## config.mk

```make
export PLATFORM = sky130hd
export DESIGN_NAME = tdm_demux
export DESIGN_NICKNAME = d
export VERILOG_FILES = /design/src/rtl/tdm_demux.sv
export SDC_FILE = /design/constraint.sdc
export NUM_CORES = 1
export LEC_CHECK = 0
export BUFFER_PORTS_ARGS = -buffer_cell sky130_fd_sc_hd__buf_4
export CAP_MARGIN = 20
export CORE_MARGIN = 4
export CORE_UTILIZATION = 48
export CTS_CLUSTER_DIAMETER = 50
export DETAILED_ROUTE_END_ITERATION = 12
export PLACE_DENSITY_LB_ADDON = 0.3
export SETUP_SLACK_MARGIN = 0.4
export SYNTH_ARGS = -nofsm -noshare
export SYNTH_HDL_FRONTEND = slang
export SYNTH_SLANG_ARGS = --single-unit
```

## constraint.sdc

```tcl
create_clock -name i_clk -period 1.55 [get_ports i_clk]
set_clock_uncertainty 0.15 [all_clocks]
set_input_delay 0.31 -clock i_clk [delete_from_list [all_inputs] [get_ports i_clk]]
set_output_delay 0.31 -clock i_clk [all_outputs]
set_load 0.1 [all_outputs]
```

## src/rtl/tdm_demux.sv

```systemverilog
// ---------------------------------------------------------------------------
// tdm_demux
//   Serial two-channel TDM demultiplexer. Each frame is 2*WORD consecutive
//   bits on i_din. The first bit is marked by i_sync. Even frame bits belong to
//   channel A and odd frame bits belong to channel B. Both channels are sent
//   MSB first and interleaved A,B,A,B.
//
// Ports
//   i_clk          single clock, rising edge
//   i_rst          synchronous active-high reset
//   i_din          serial multiplexed data, sampled every rising edge
//   i_sync         frame start marker; the i_din bit of the same cycle is bit 0
//   o_a_word       last complete channel-A word
//   o_b_word       last complete channel-B word
//   o_frame_valid  one-cycle pulse when o_a_word/o_b_word update
//   o_busy         high while a frame is partially received
//   o_sync_err     one-cycle pulse when a sync arrives in the middle of a frame
// ---------------------------------------------------------------------------
module tdm_demux #(
  parameter int WORD = 8
) (
  input  logic            i_clk,
  input  logic            i_rst,
  input  logic            i_din,
  input  logic            i_sync,
  output logic [WORD-1:0] o_a_word,
  output logic [WORD-1:0] o_b_word,
  output logic            o_frame_valid,
  output logic            o_busy,
  output logic            o_sync_err
);

  localparam int CW = $clog2(2 * WORD);
  localparam logic [CW-1:0] LAST = CW'(2 * WORD - 1);

  typedef enum logic {
    IDLE = 1'b0,
    RECV = 1'b1
  } state_t;

  state_t          r_state;
  state_t          w_next_state;
  logic [CW-1:0]   r_cnt;
  logic [CW-1:0]   w_next_cnt;
  logic [WORD-1:0] r_a_sh;
  logic [WORD-1:0] r_b_sh;
  logic [WORD-1:0] w_next_a_sh;
  logic [WORD-1:0] w_next_b_sh;
  logic            w_done;
  logic            w_sync_err;

  // State register.
  always_ff @(posedge i_clk) begin
    if (i_rst) begin
      r_state <= IDLE;
    end else begin
      r_state <= w_next_state;
    end
  end

  // Next-state and datapath decisions. A sync always restarts the frame with
  // the current i_din as bit 0. It is an error only when a frame was already
  // in progress. The cycle right after the last bit is IDLE again, so a
  // back-to-back sync there is a clean start.
  always_comb begin
    w_next_state = r_state;
    w_next_cnt   = r_cnt;
    w_next_a_sh  = r_a_sh;
    w_next_b_sh  = r_b_sh;
    w_done       = 1'b0;
    w_sync_err   = 1'b0;

    if (i_sync) begin
      w_sync_err   = (r_state == RECV);
      w_next_state = RECV;
      w_next_cnt   = CW'(1);
      w_next_a_sh  = {{(WORD-1){1'b0}}, i_din};
      w_next_b_sh  = '0;
    end else if (r_state == RECV) begin
      // Bit 0 of the counter selects the channel: even bits go to A and odd bits go to B.
      if (!r_cnt[0]) begin
        w_next_a_sh = {r_a_sh[WORD-2:0], i_din};
      end else begin
        w_next_b_sh = {r_b_sh[WORD-2:0], i_din};
      end

      if (r_cnt == LAST) begin
        w_done       = 1'b1;
        w_next_state = IDLE;
        w_next_cnt   = '0;
      end else begin
        w_next_cnt = r_cnt + CW'(1);
      end
    end
  end

  // Datapath registers. On the last bit the output words are loaded from the
  // next shift-register values, which already include that final bit. This
  // makes frame_valid appear in the cycle after the last bit is sampled.
  always_ff @(posedge i_clk) begin
    if (i_rst) begin
      r_cnt         <= '0;
      r_a_sh        <= '0;
      r_b_sh        <= '0;
      o_a_word      <= '0;
      o_b_word      <= '0;
      o_frame_valid <= 1'b0;
      o_sync_err    <= 1'b0;
    end else begin
      r_cnt         <= w_next_cnt;
      r_a_sh        <= w_next_a_sh;
      r_b_sh        <= w_next_b_sh;
      o_frame_valid <= w_done;
      o_sync_err    <= w_sync_err;
      if (w_done) begin
        o_a_word <= w_next_a_sh;
        o_b_word <= w_next_b_sh;
      end
    end
  end

  assign o_busy = (r_state == RECV);

endmodule

```

After elaboration in Yosys (flattened, before gate mapping):

Cells that the tools add are included.

* register bits after elaboration: 39
* bits of input ports: 4
* output and inout bits: 19
* word-level logic and storage cells: 30

* add/subtract/negate cells: 1
* equal/unequal tests: 1
* multiplexer cells: 15
* bitwise operators: 1
* reduce and logical (&&, ||, !) cells: 3

Operators by type and width (number)
* $mux W8: 6
* $mux W1: 8
* $add A4 B1 Y4 const B: 1
* $eq A4 B4 Y1 const B: 1
* $mux W4: 1
* $reduce_or A2 Y1: 2
* $reduce_bool A2 Y1: 1
* $not A1 Y1: 1

Depth between registers and ports, before layout:

Gate-level depths: netlist of run 1.

* depth after elaboration: 4
* depth in mapped cells: 6
* depth with buffers taken out: 4

Least setup slack after synthesis of run 1:

OpenSTA, ideal clock, no wires.

* path type: register -> register
* from: register r_state, in the netlist o_busy
* to: register o_b_word[5]
* setup time: 121 ps
* data arrival time: 1906 ps
* data required time: 1279 ps
* slack: -626 ps
* stages on the path, launching flop included: 6
* buffers on the path: 2
* clock period less this slack: 2176 ps
* cell sequence: dfxtp_1 -> buf_2 -> and4_4 -> a21oi_2 -> buf_4 -> o2bb2ai_1

* word-level cells in the longest chain between the ends: 2
* elaborated cells on any way between the ends: 4
* classes of those cells: 4 x mux

RTL lines
* start: declaration: RTL line 41 `state_t r_state;`
* start signal: assignment: RTL line 57 `r_state <= w_next_state;`
* $mux W8 or $mux W1 (tied branches): RTL line 79 `end else if (r_state == RECV) begin`
* $mux W8 or $mux W1 (tied branches): RTL line 73 `if (i_sync) begin`
* end signal: assignment: RTL line 117 `o_b_word <= w_next_b_sh;`
* end: declaration: RTL line 27 `output logic [WORD-1:0] o_b_word,`

Parallel ways exist; a longest one is shown, timed or not.
A chain may end at the register's enable or synchronous reset.

Worst setup path after layout of run 1:

* from: register r_cnt[1]
* to: register o_a_word[5]

* word-level cells in the longest chain between the ends: 4

RTL lines
* start: declaration: RTL line 43 `logic [CW-1:0] r_cnt;`
* start signal: assignment: RTL line 110 `r_cnt <= w_next_cnt;`
* $eq A4 B4 Y1: RTL line 87 `if (r_cnt == LAST) begin`
* $mux W1: RTL line 87
* $mux W1: RTL line 79
* $mux W1: RTL line 73
* end signal: assignment: RTL line 116 `o_a_word <= w_next_a_sh;`
* end: declaration: RTL line 26 `output logic [WORD-1:0] o_a_word,`

No other way between the ends.

==> results of run 1 <==
-- power breakdown --
part	switching, mW	leakage [nW]	internal, mW
combinational	0.129	0.604	0.117
clock	0.359	0.0282	0.175
sequential	0.0164	0.327	1.00
total	0.504	0.960	1.30
-- synthesized netlist by cell type, drive strengths merged --
master | instances | area share
a21bo | 1 | 0.0070
a21oi | 4 | 0.017
a311oi | 1 | 0.0061
a31oi | 1 | 0.0044
and4 | 1 | 0.0079
buf | 6 | 0.036
clkbuf | 1 | 0.0026
dfxtp | 39 | 0.55
ha | 1 | 0.0088
inv | 2 | 0.0053
mux2i | 17 | 0.12
nand2 | 3 | 0.0079
nand2b | 3 | 0.018
nand3 | 2 | 0.0070
nand4 | 1 | 0.0044
nor2 | 19 | 0.050
nor3 | 1 | 0.0035
o2bb2ai | 15 | 0.13
or2 | 1 | 0.0044
xor2 | 2 | 0.012
-- kinds of logic (layout without fill, tap and decap cells) --
group           count (synthesis)  in the layout
compound gates                 22             22
fa+ha+maj                       1              1
buf+inv                         9             66
mux                            17             17
xor+xnor                        2              2
simple gates                   31             32
flops                          39             39
-- path summary, 6_finish.rpt --
check / startpoint / end / depth (start not counted)
setup / recovery: r_cnt[1] / o_a_word[5] / 6
hold / removal: i_rst / r_a_sh[0] / 2
setup reg to reg: r_cnt[1] / o_a_word[5] / 6
hold reg to reg: o_a_word[1] / o_a_word[1] / 1
-- worst max-delay path: stages, from the launching register on --
cell and delay [ns]:
dfxtp_2 0.40, ha_4 0.15, and4_4 0.26, buf_8 0.12, buf_6 0.12, nand2b_4 0.13, o2bb2ai_2 0.16
-- state kept, by name (all words and copies together) (netlist names) --
register and flops:
o_a_word 8, o_b_word 8, r_a_sh 8, r_b_sh 8, r_cnt 4, o_busy 1
o_frame_valid 1, o_sync_err 1
-- per-layer routing --
metal  part of all wire  vias to the layer above
met1               0.38                      611
met3              0.049                       25
met5                  0                        -
met4              0.046                        0
li1                   -                      546
met2               0.53                       52
-- cell type report --
cell class	instances	area, sq um
Inverter	2	7.51
Timing Repair Buffer	56	749
Tap cell	31	38.8
Multi-Input combinational cell	74	942
Clock buffer	6	41.3
Fill cell	72	191
Sequential cell	39	822
Clock inverter	2	12.5
-- what timing repair did --
item                                    4_1_cts  5_1_grt
gates resized for setup                     116       25
pin swaps                                     4       11
gates cloned                                  2        0
endpoints found under the setup margin       56       56
buffers inserted                             16       10
-- metrics by stage --
stage,setup TNS (ns),util,instances,instance area (sq um)
2_1_floorplan,-0.139,-,121,1500
3_3_place_gp,-0.0277,0.602,174,1690
3_5_place_dp,-0.495,0.602,174,1690
4_1_cts,0,0.868,200,2430
5_1_grt,-0.0903,0.932,210,2610
6_report,-0.00330,0.932,210,2610
==> run summary, run 1 <==
I/O pin count: 23
Syn. warnings: 0
Synth cell types: 25
Combinational family with the most area after synthesis: compound AO/OA/AOI/OAI gates
Die Area: 3910 sq um
Adder-cell share of the synthesized area: 0.00876
Setup CP Type: register to register
Clk root buf: clkbuf_4
Via count: 1,234
Initial core utilization: 0.509
PwrDens: 689 nW/um^2
Crit end category: register
Met3 Use GR: 0.0612
Largest net degree at the start of global routing: 19
Area grow syn2layout: 83.1%
Cell area after synthesis: 1430 sq um
Average cell area after synthesis: 11.8 sq um
CTS buffer count: 5
Port buffer count: 22
Core footprint: 2810 sq um
Simple-gate share of the synthesized area: 0.103
Sink Count: 39
Syn nets: 126
M2 GR Usage: 0.405
Maximum vdd drop: 0.618 mV
Actual slew at the worst max-slew pin: 0.379 ns
Clock slew at reported path FFs: 0.13 ns
Post-DR wirelength/cell: 26.4 microns
# DRC: 0
Post-DP HPWL: 1920 microns
Final setup vio count: 1
TritonCTS clock tree: built
Most frequent cells in the layout: 25 x buf_4, 22 x buf_12, 18 x dfxtp_1
Drt total wl: 5550 microns
Seq/Total Area, Yosys: 0.547
Final min period: 1.55 ns
Fin. max-slew vios: 0
R2R Setup Slk: -0.003 ns
Slew headroom: 0.747
Post-route ant nets: 0
Initial DRC Count: 65
Final Hold Viols: 0
WP data required: 1.69 ns
Commonest non-fill, non-tap cell in the layout: buf_4
# diodes: 0
Global-route wire length before repair: 7090 microns
Total Nets Final: 183
Routability Congestion: 0.828
Hold-fix buffers at CTS: 0
Failing checks: negative setup slack
Std-Cell Rows: 19
HP Class: input port to register
Post-Syn Instances: 121
Most used routing layer: met2
Post-Synth XOR/XNOR Area: 0.0123
Post-synthesis mux area share: 0.119
RSZ-0062 raised after global routing: yes
Vias in the first global route: 1,324
Pre-CTS worst setup slack: -0.0590 ns
Maxcap violations: 0
CP arrival: 1.69 ns
CTS Buffer Depth: 2
Status: finished, violations left
Global Route Usage Sum: 0.239
DR pass1 iterations: 4
Share of post-route cells with drive strength above 1: 0.771
Hold Slack: 0.0401 ns
GRT overflow: 0
Yosys reg bits: 39
Via density per instance: 5.88
Initial antenna violation count: 0
Fmax: 0.644 GHz
Leakage: 0.960 nW
Crit-path max FO: 8
Post-synthesis compound-gate area fraction: 0.166
Grt met1 use: 0.262
Pwr Total: 1.80 mW
Die H: 62.5 microns
Worst-Skew Late Latency: 0.36 ns
Final worst setup slack: -0.00330 ns
Die width: 62.5 microns
Htree depth: 2
Final period utilization: 1.00
Startpoint Class: register
Power figures use the tool's default switching activity.
==> inputs of run 2 (changes only) <==
--- a/config.mk
+++ b/config.mk
@@ -9,8 +9,8 @@
 export CAP_MARGIN = 20
 export CORE_MARGIN = 4
 export CORE_UTILIZATION = 48
-export CTS_CLUSTER_DIAMETER = 50
 export DETAILED_ROUTE_END_ITERATION = 12
+export MAX_ROUTING_LAYER = met4
 export PLACE_DENSITY_LB_ADDON = 0.3
 export SETUP_SLACK_MARGIN = 0.4
 export SYNTH_ARGS = -nofsm -noshare
==> run 2 against run 1 <==
Effect of this change:
- the run now ends clean
- sequential power is essentially flat
- sequential share of layout area did not move
- largest cell class unchanged
- register-to-register slack about the same
- design area did not move
- wire length down 0.45%
- first-iteration DRC count grew 15%
- flip-flop and latch count unchanged
- critical endpoint unchanged
- via count decreased by 1.1%
- clock power is 0.9% lower
- utilization stayed put
==> run summary, run 2 (synthesized netlist as in run 1, its figures left out) <==
RSZ-0062 raised after global routing: yes
Pwr Total: 1.79 mW
Core footprint: 2810 sq um
# diodes: 0
Drt total wl: 5530 microns
Final setup vio count: 0
Startpoint Class: register
Clock slew at reported path FFs: 0.13 ns
Sink Count: 39
Status: complete, no violations
Htree depth: 2
Global Route Usage Sum: 0.246
Total Nets Final: 183
Area grow syn2layout: 83.1%
Storage element area: 822 sq um
Commonest non-fill, non-tap cell in the layout: buf_4
Routability Congestion: 0.841
Crit-path max FO: 8
Via density per instance: 5.81
I/O pin count: 23
CP arrival: 1.68 ns
Clk root buf: clkbuf_4
WP data required: 1.68 ns
Fmax: 0.646 GHz
Hold-fix buffers at CTS: 0
Post-route ant nets: 0
Crit end category: register
Die Area: 3910 sq um
Inst Count DP: 174
Global-route wire length before repair: 7090 microns
Slew headroom: 0.750
Vias in the first global route: 1,324
PwrDens: 687 nW/um^2
Most frequent cells in the layout: 25 x buf_4, 22 x buf_12, 18 x dfxtp_1
Layout Utilization: 0.932
Post-DP HPWL: 1920 microns
CTS buffer count: 5
GRT overflow: 0
Maxcap violations: 0
Number of fill cells: 72
Largest net degree at the start of global routing: 19
Std-Cell Rows: 19
Multi-input logic area: 942 sq um
Actual slew at the worst max-slew pin: 0.375 ns
Post-Layout Cell Count: 210
Die width: 62.5 microns
Via count: 1,220
Post-DR wirelength/cell: 26.3 microns
Initial core utilization: 0.509
# DRC: 0
Die H: 62.5 microns
Fin. max-slew vios: 0
Final min period: 1.55 ns
HP Class: input port to register
TritonCTS clock tree: built
Final Hold Viols: 0
DR pass1 iterations: 4
Maximum vdd drop: 0.619 mV
Setup CP Type: register to register
CTS Buffer Depth: 2
Initial antenna violation count: 0
Share of post-route cells with drive strength above 1: 0.771
Initial DRC Count: 75
Final period utilization: 0.999
Worst-Skew Late Latency: 0.36 ns
Port buffer count: 22
Leakage: 0.960 nW
==> run 2: critical path, stage by stage, from the launching register on <==
cell and delay, ns:
dfxtp_2 0.39, ha_4 0.15, and4_4 0.26, buf_8 0.12, buf_6 0.12, nand2b_4 0.13, o2bb2ai_2 0.16
==> run 2: cell type report <==
class                      instances  share of cell area
clock inverter                     2             0.00479
tap                               31              0.0148
sequential                        39               0.315
multi-input combinational         74               0.360
timing repair buffer              56               0.287
clock buffer                       6              0.0158
inverter                           2             0.00287
==> run 2: what timing repair did <==
item                       in CTS  in global routing
pin swaps                       4                 11
resized for setup             116                 25
gates cloned                    2                  0
setup endpoints to repair      56                 56
buffers inserted               16                 10
==> run 2: per-layer routing <==
layer / vias to the layer above / part of all wire / GRT usage / wire, microns
met2: 51 / 0.53 / 0.403 / 2930
met3: 24 / 0.044 / 0.0594 / 243
met1: 603 / 0.38 / 0.265 / 2110
met5: - / 0 / - / 0
met4: 0 / 0.044 / 0.160 / 242
li1: 542 / - / - / -
==> run 2: report_power, final <==
part / total, mW / internal, mW / switching [mW]
Combinational: 0.246 / 0.117 / 0.129
Sequential: 1.02 / 1.00 / 0.0167
Clock: 0.529 / 0.175 / 0.354
==> run 2: path summary, 6_finish.rpt <==
| check | end | startpoint | depth (start not counted) | slack [ns] |
|---|---|---|---|---|
| setup reg to reg | o_a_word[5] | r_cnt[1] | 6 | 0.002 |
| setup / recovery | o_a_word[5] | r_cnt[1] | 6 | 0.002 |
| hold reg to reg | o_a_word[1] | o_a_word[1] | 1 | 0.37 |
| hold / removal | r_a_sh[0] | i_rst | 2 | 0.05 |
==> run 2: per-stage QoR <==
step / TNS (ns) / cell area [sq um] / setup WS (ns) / hold WS (ns)
after floorplan: -0.139 / 1500 / -0.0140 / 0.223
after global placement: -0.0277 / 1690 / -0.00577 / 0.285
after detailed placement: -0.495 / 1690 / -0.0590 / 0.291
after CTS: 0 / 2430 / 0.130 / 0.0323
after global routing: -0.106 / 2610 / -0.0448 / 0.0373
final: 0 / 2610 / 0.00229 / 0.0467
==> inputs of run 3 (changes only) <==
--- a/config.mk
+++ b/config.mk
@@ -7,7 +7,6 @@
 export LEC_CHECK = 0
 export BUFFER_PORTS_ARGS = -buffer_cell sky130_fd_sc_hd__buf_4
 export CAP_MARGIN = 20
-export CORE_MARGIN = 4
 export CORE_UTILIZATION = 48
 export DETAILED_ROUTE_END_ITERATION = 12
 export MAX_ROUTING_LAYER = met4
==> run 3 against run 2 <==
Effect of this change:
- clock-buffer cell count up 1
- sequential share of layout area shrank 0.31 points
- global-route usage increased by 2.6 points
- flip-flop and latch count unchanged
- worst setup slack improved by 0.038 ns
- hold slack got worse by 0.0065 ns
- wire length is 4.0% lower
==> run summary, run 3 (synthesized netlist as in run 1, its figures left out) <==
Worst-Skew Late Latency: 0.37 ns
Post-route ant nets: 0
Via density per instance: 5.98
Post-DP HPWL: 1740 microns
Initial DRC Count: 73
Post-DR wirelength/cell: 25.3 microns
# DRC: 0
Most frequent cells in the layout: 24 x buf_4, 22 x buf_12, 19 x nor2_1
Commonest non-fill, non-tap cell in the layout: buf_4
Final min period: 1.51 ns
Drt total wl: 5310 microns
Share of post-route cells with drive strength above 1: 0.726
Area grow syn2layout: 84.9%
# diodes: 0
Worst r2r path cells: 6
Actual slew at the worst max-slew pin: 0.360 ns
TritonCTS clock tree: built
Htree depth: 2
Initial antenna violation count: 0
Total negative setup slack: 0 ns
Hold Crit Start: i_rst
Slew headroom: 0.760
Total Nets Final: 183
R2R Setup Slk: 0.04 ns
Initial core utilization: 0.513
Vias in the first global route: 1,270
Hold depth: 2
CTS buffer count: 5
Final setup vio count: 0
Die Area: 3200 sq um
Global-route wire length before repair: 6270 microns
DR pass1 iterations: 4
Final period utilization: 0.974
Fmax: 0.662 GHz
Leakage: 0.998 nW
Crit end category: register
WP data required: 1.65 ns
CP arrival: 1.61 ns
Sink Count: 39
Fin. max-slew vios: 0
Cell area after placement: 1690 sq um
Final Hold Viols: 0
Port buffer count: 22
Worst Hold Endpoint: r_cnt[0]
Std-Cell Rows: 19
Maximum vdd drop: 0.975 mV
Startpoint Class: register
Global Route Usage Sum: 0.273
Reg2reg end: r_a_sh[1]
Clk root buf: clkbuf_4
Clock slew at reported path FFs: 0.11 ns
Largest net degree at the start of global routing: 19
Layout Utilization: 0.949
GRT overflow: 0
PwrDens: 776 nW/um^2
Via count: 1,255
CTS Buffer Depth: 2
Routability Congestion: 0.704
Crit-path max FO: 5
I/O pin count: 23
Status: complete, no violations
Worst r2r src: r_cnt[0]
Core footprint: 2780 sq um
Setup CP Type: register to register
Die H: 56.5 microns
HP Class: input port to register
Maxcap violations: 0
RSZ-0062 raised after global routing: yes
Final Cell Area: 2640 sq um
Die width: 56.5 microns
run 3: how the worst max path moves through the flow:
stage,cells past startpoint,slack [ns],from,endpoint
after floorplan,6,-0.01,o_busy,o_a_word[1]
after global placement,4,0.004,r_cnt[0],o_b_word[3]
after detailed placement,4,-0.06,r_cnt[0],o_b_word[2]
after CTS,1,0.13,o_busy,o_busy
after global routing,6,0.009,r_cnt[0],r_a_sh[1]
final,6,0.04,r_cnt[0],r_a_sh[1]
run 3: where the power goes:
group	switching, mW	total, mW	internal (mW)
logic	0.121	0.241	0.120
clock network	0.353	0.791	0.439
registers	0.0157	1.02	1.00
run 3: final cells by class:
class | count | area (sq um)
multi-input cells | 74 | 922
clock inverters | 1 | 30.0
clock buffers | 7 | 66.3
flip-flops and latches | 39 | 822
inverters | 2 | 7.51
fillers | 63 | 141
well taps | 31 | 38.8
repair buffers | 56 | 753
run 3: metrics by stage:
step | total power [mW] | setup WS (ns) | hold WS [ns] | cells
2_1_floorplan | 1.13 | -0.0140 | 0.223 | 121
3_3_place_gp | 1.16 | 0.00405 | 0.284 | 174
3_5_place_dp | 1.16 | -0.0584 | 0.291 | 174
4_1_cts | 1.98 | 0.126 | 0.0374 | 202
5_1_grt | 2.10 | 0.00875 | 0.0343 | 210
6_report | 2.05 | 0.0405 | 0.0402 | 210
run 3: worst max-delay path, stage by stage, from the launching register on:
cell      delay [ns]
dfxtp_2         0.38
buf_6           0.12
nand2b_4        0.15
buf_12          0.11
buf_16          0.12
mux2i_4         0.26
nor2_1          0.10
run 3: repair_timing:
action,CTS,global route
hold buffers,0,0
gates cloned,2,0
hold endpoints to repair,0,0
pin swaps,10,17
resized for setup,114,21
setup endpoints to repair,55,57
buffers inserted,18,8
run 3: layer usage:
| layer | share of wire | GRT usage |
|---|---|---|
| met5 | 0 | - |
| met4 | 0.052 | 0.132 |
| met3 | 0.045 | 0.0714 |
| met2 | 0.54 | 0.472 |
| met1 | 0.37 | 0.286 |
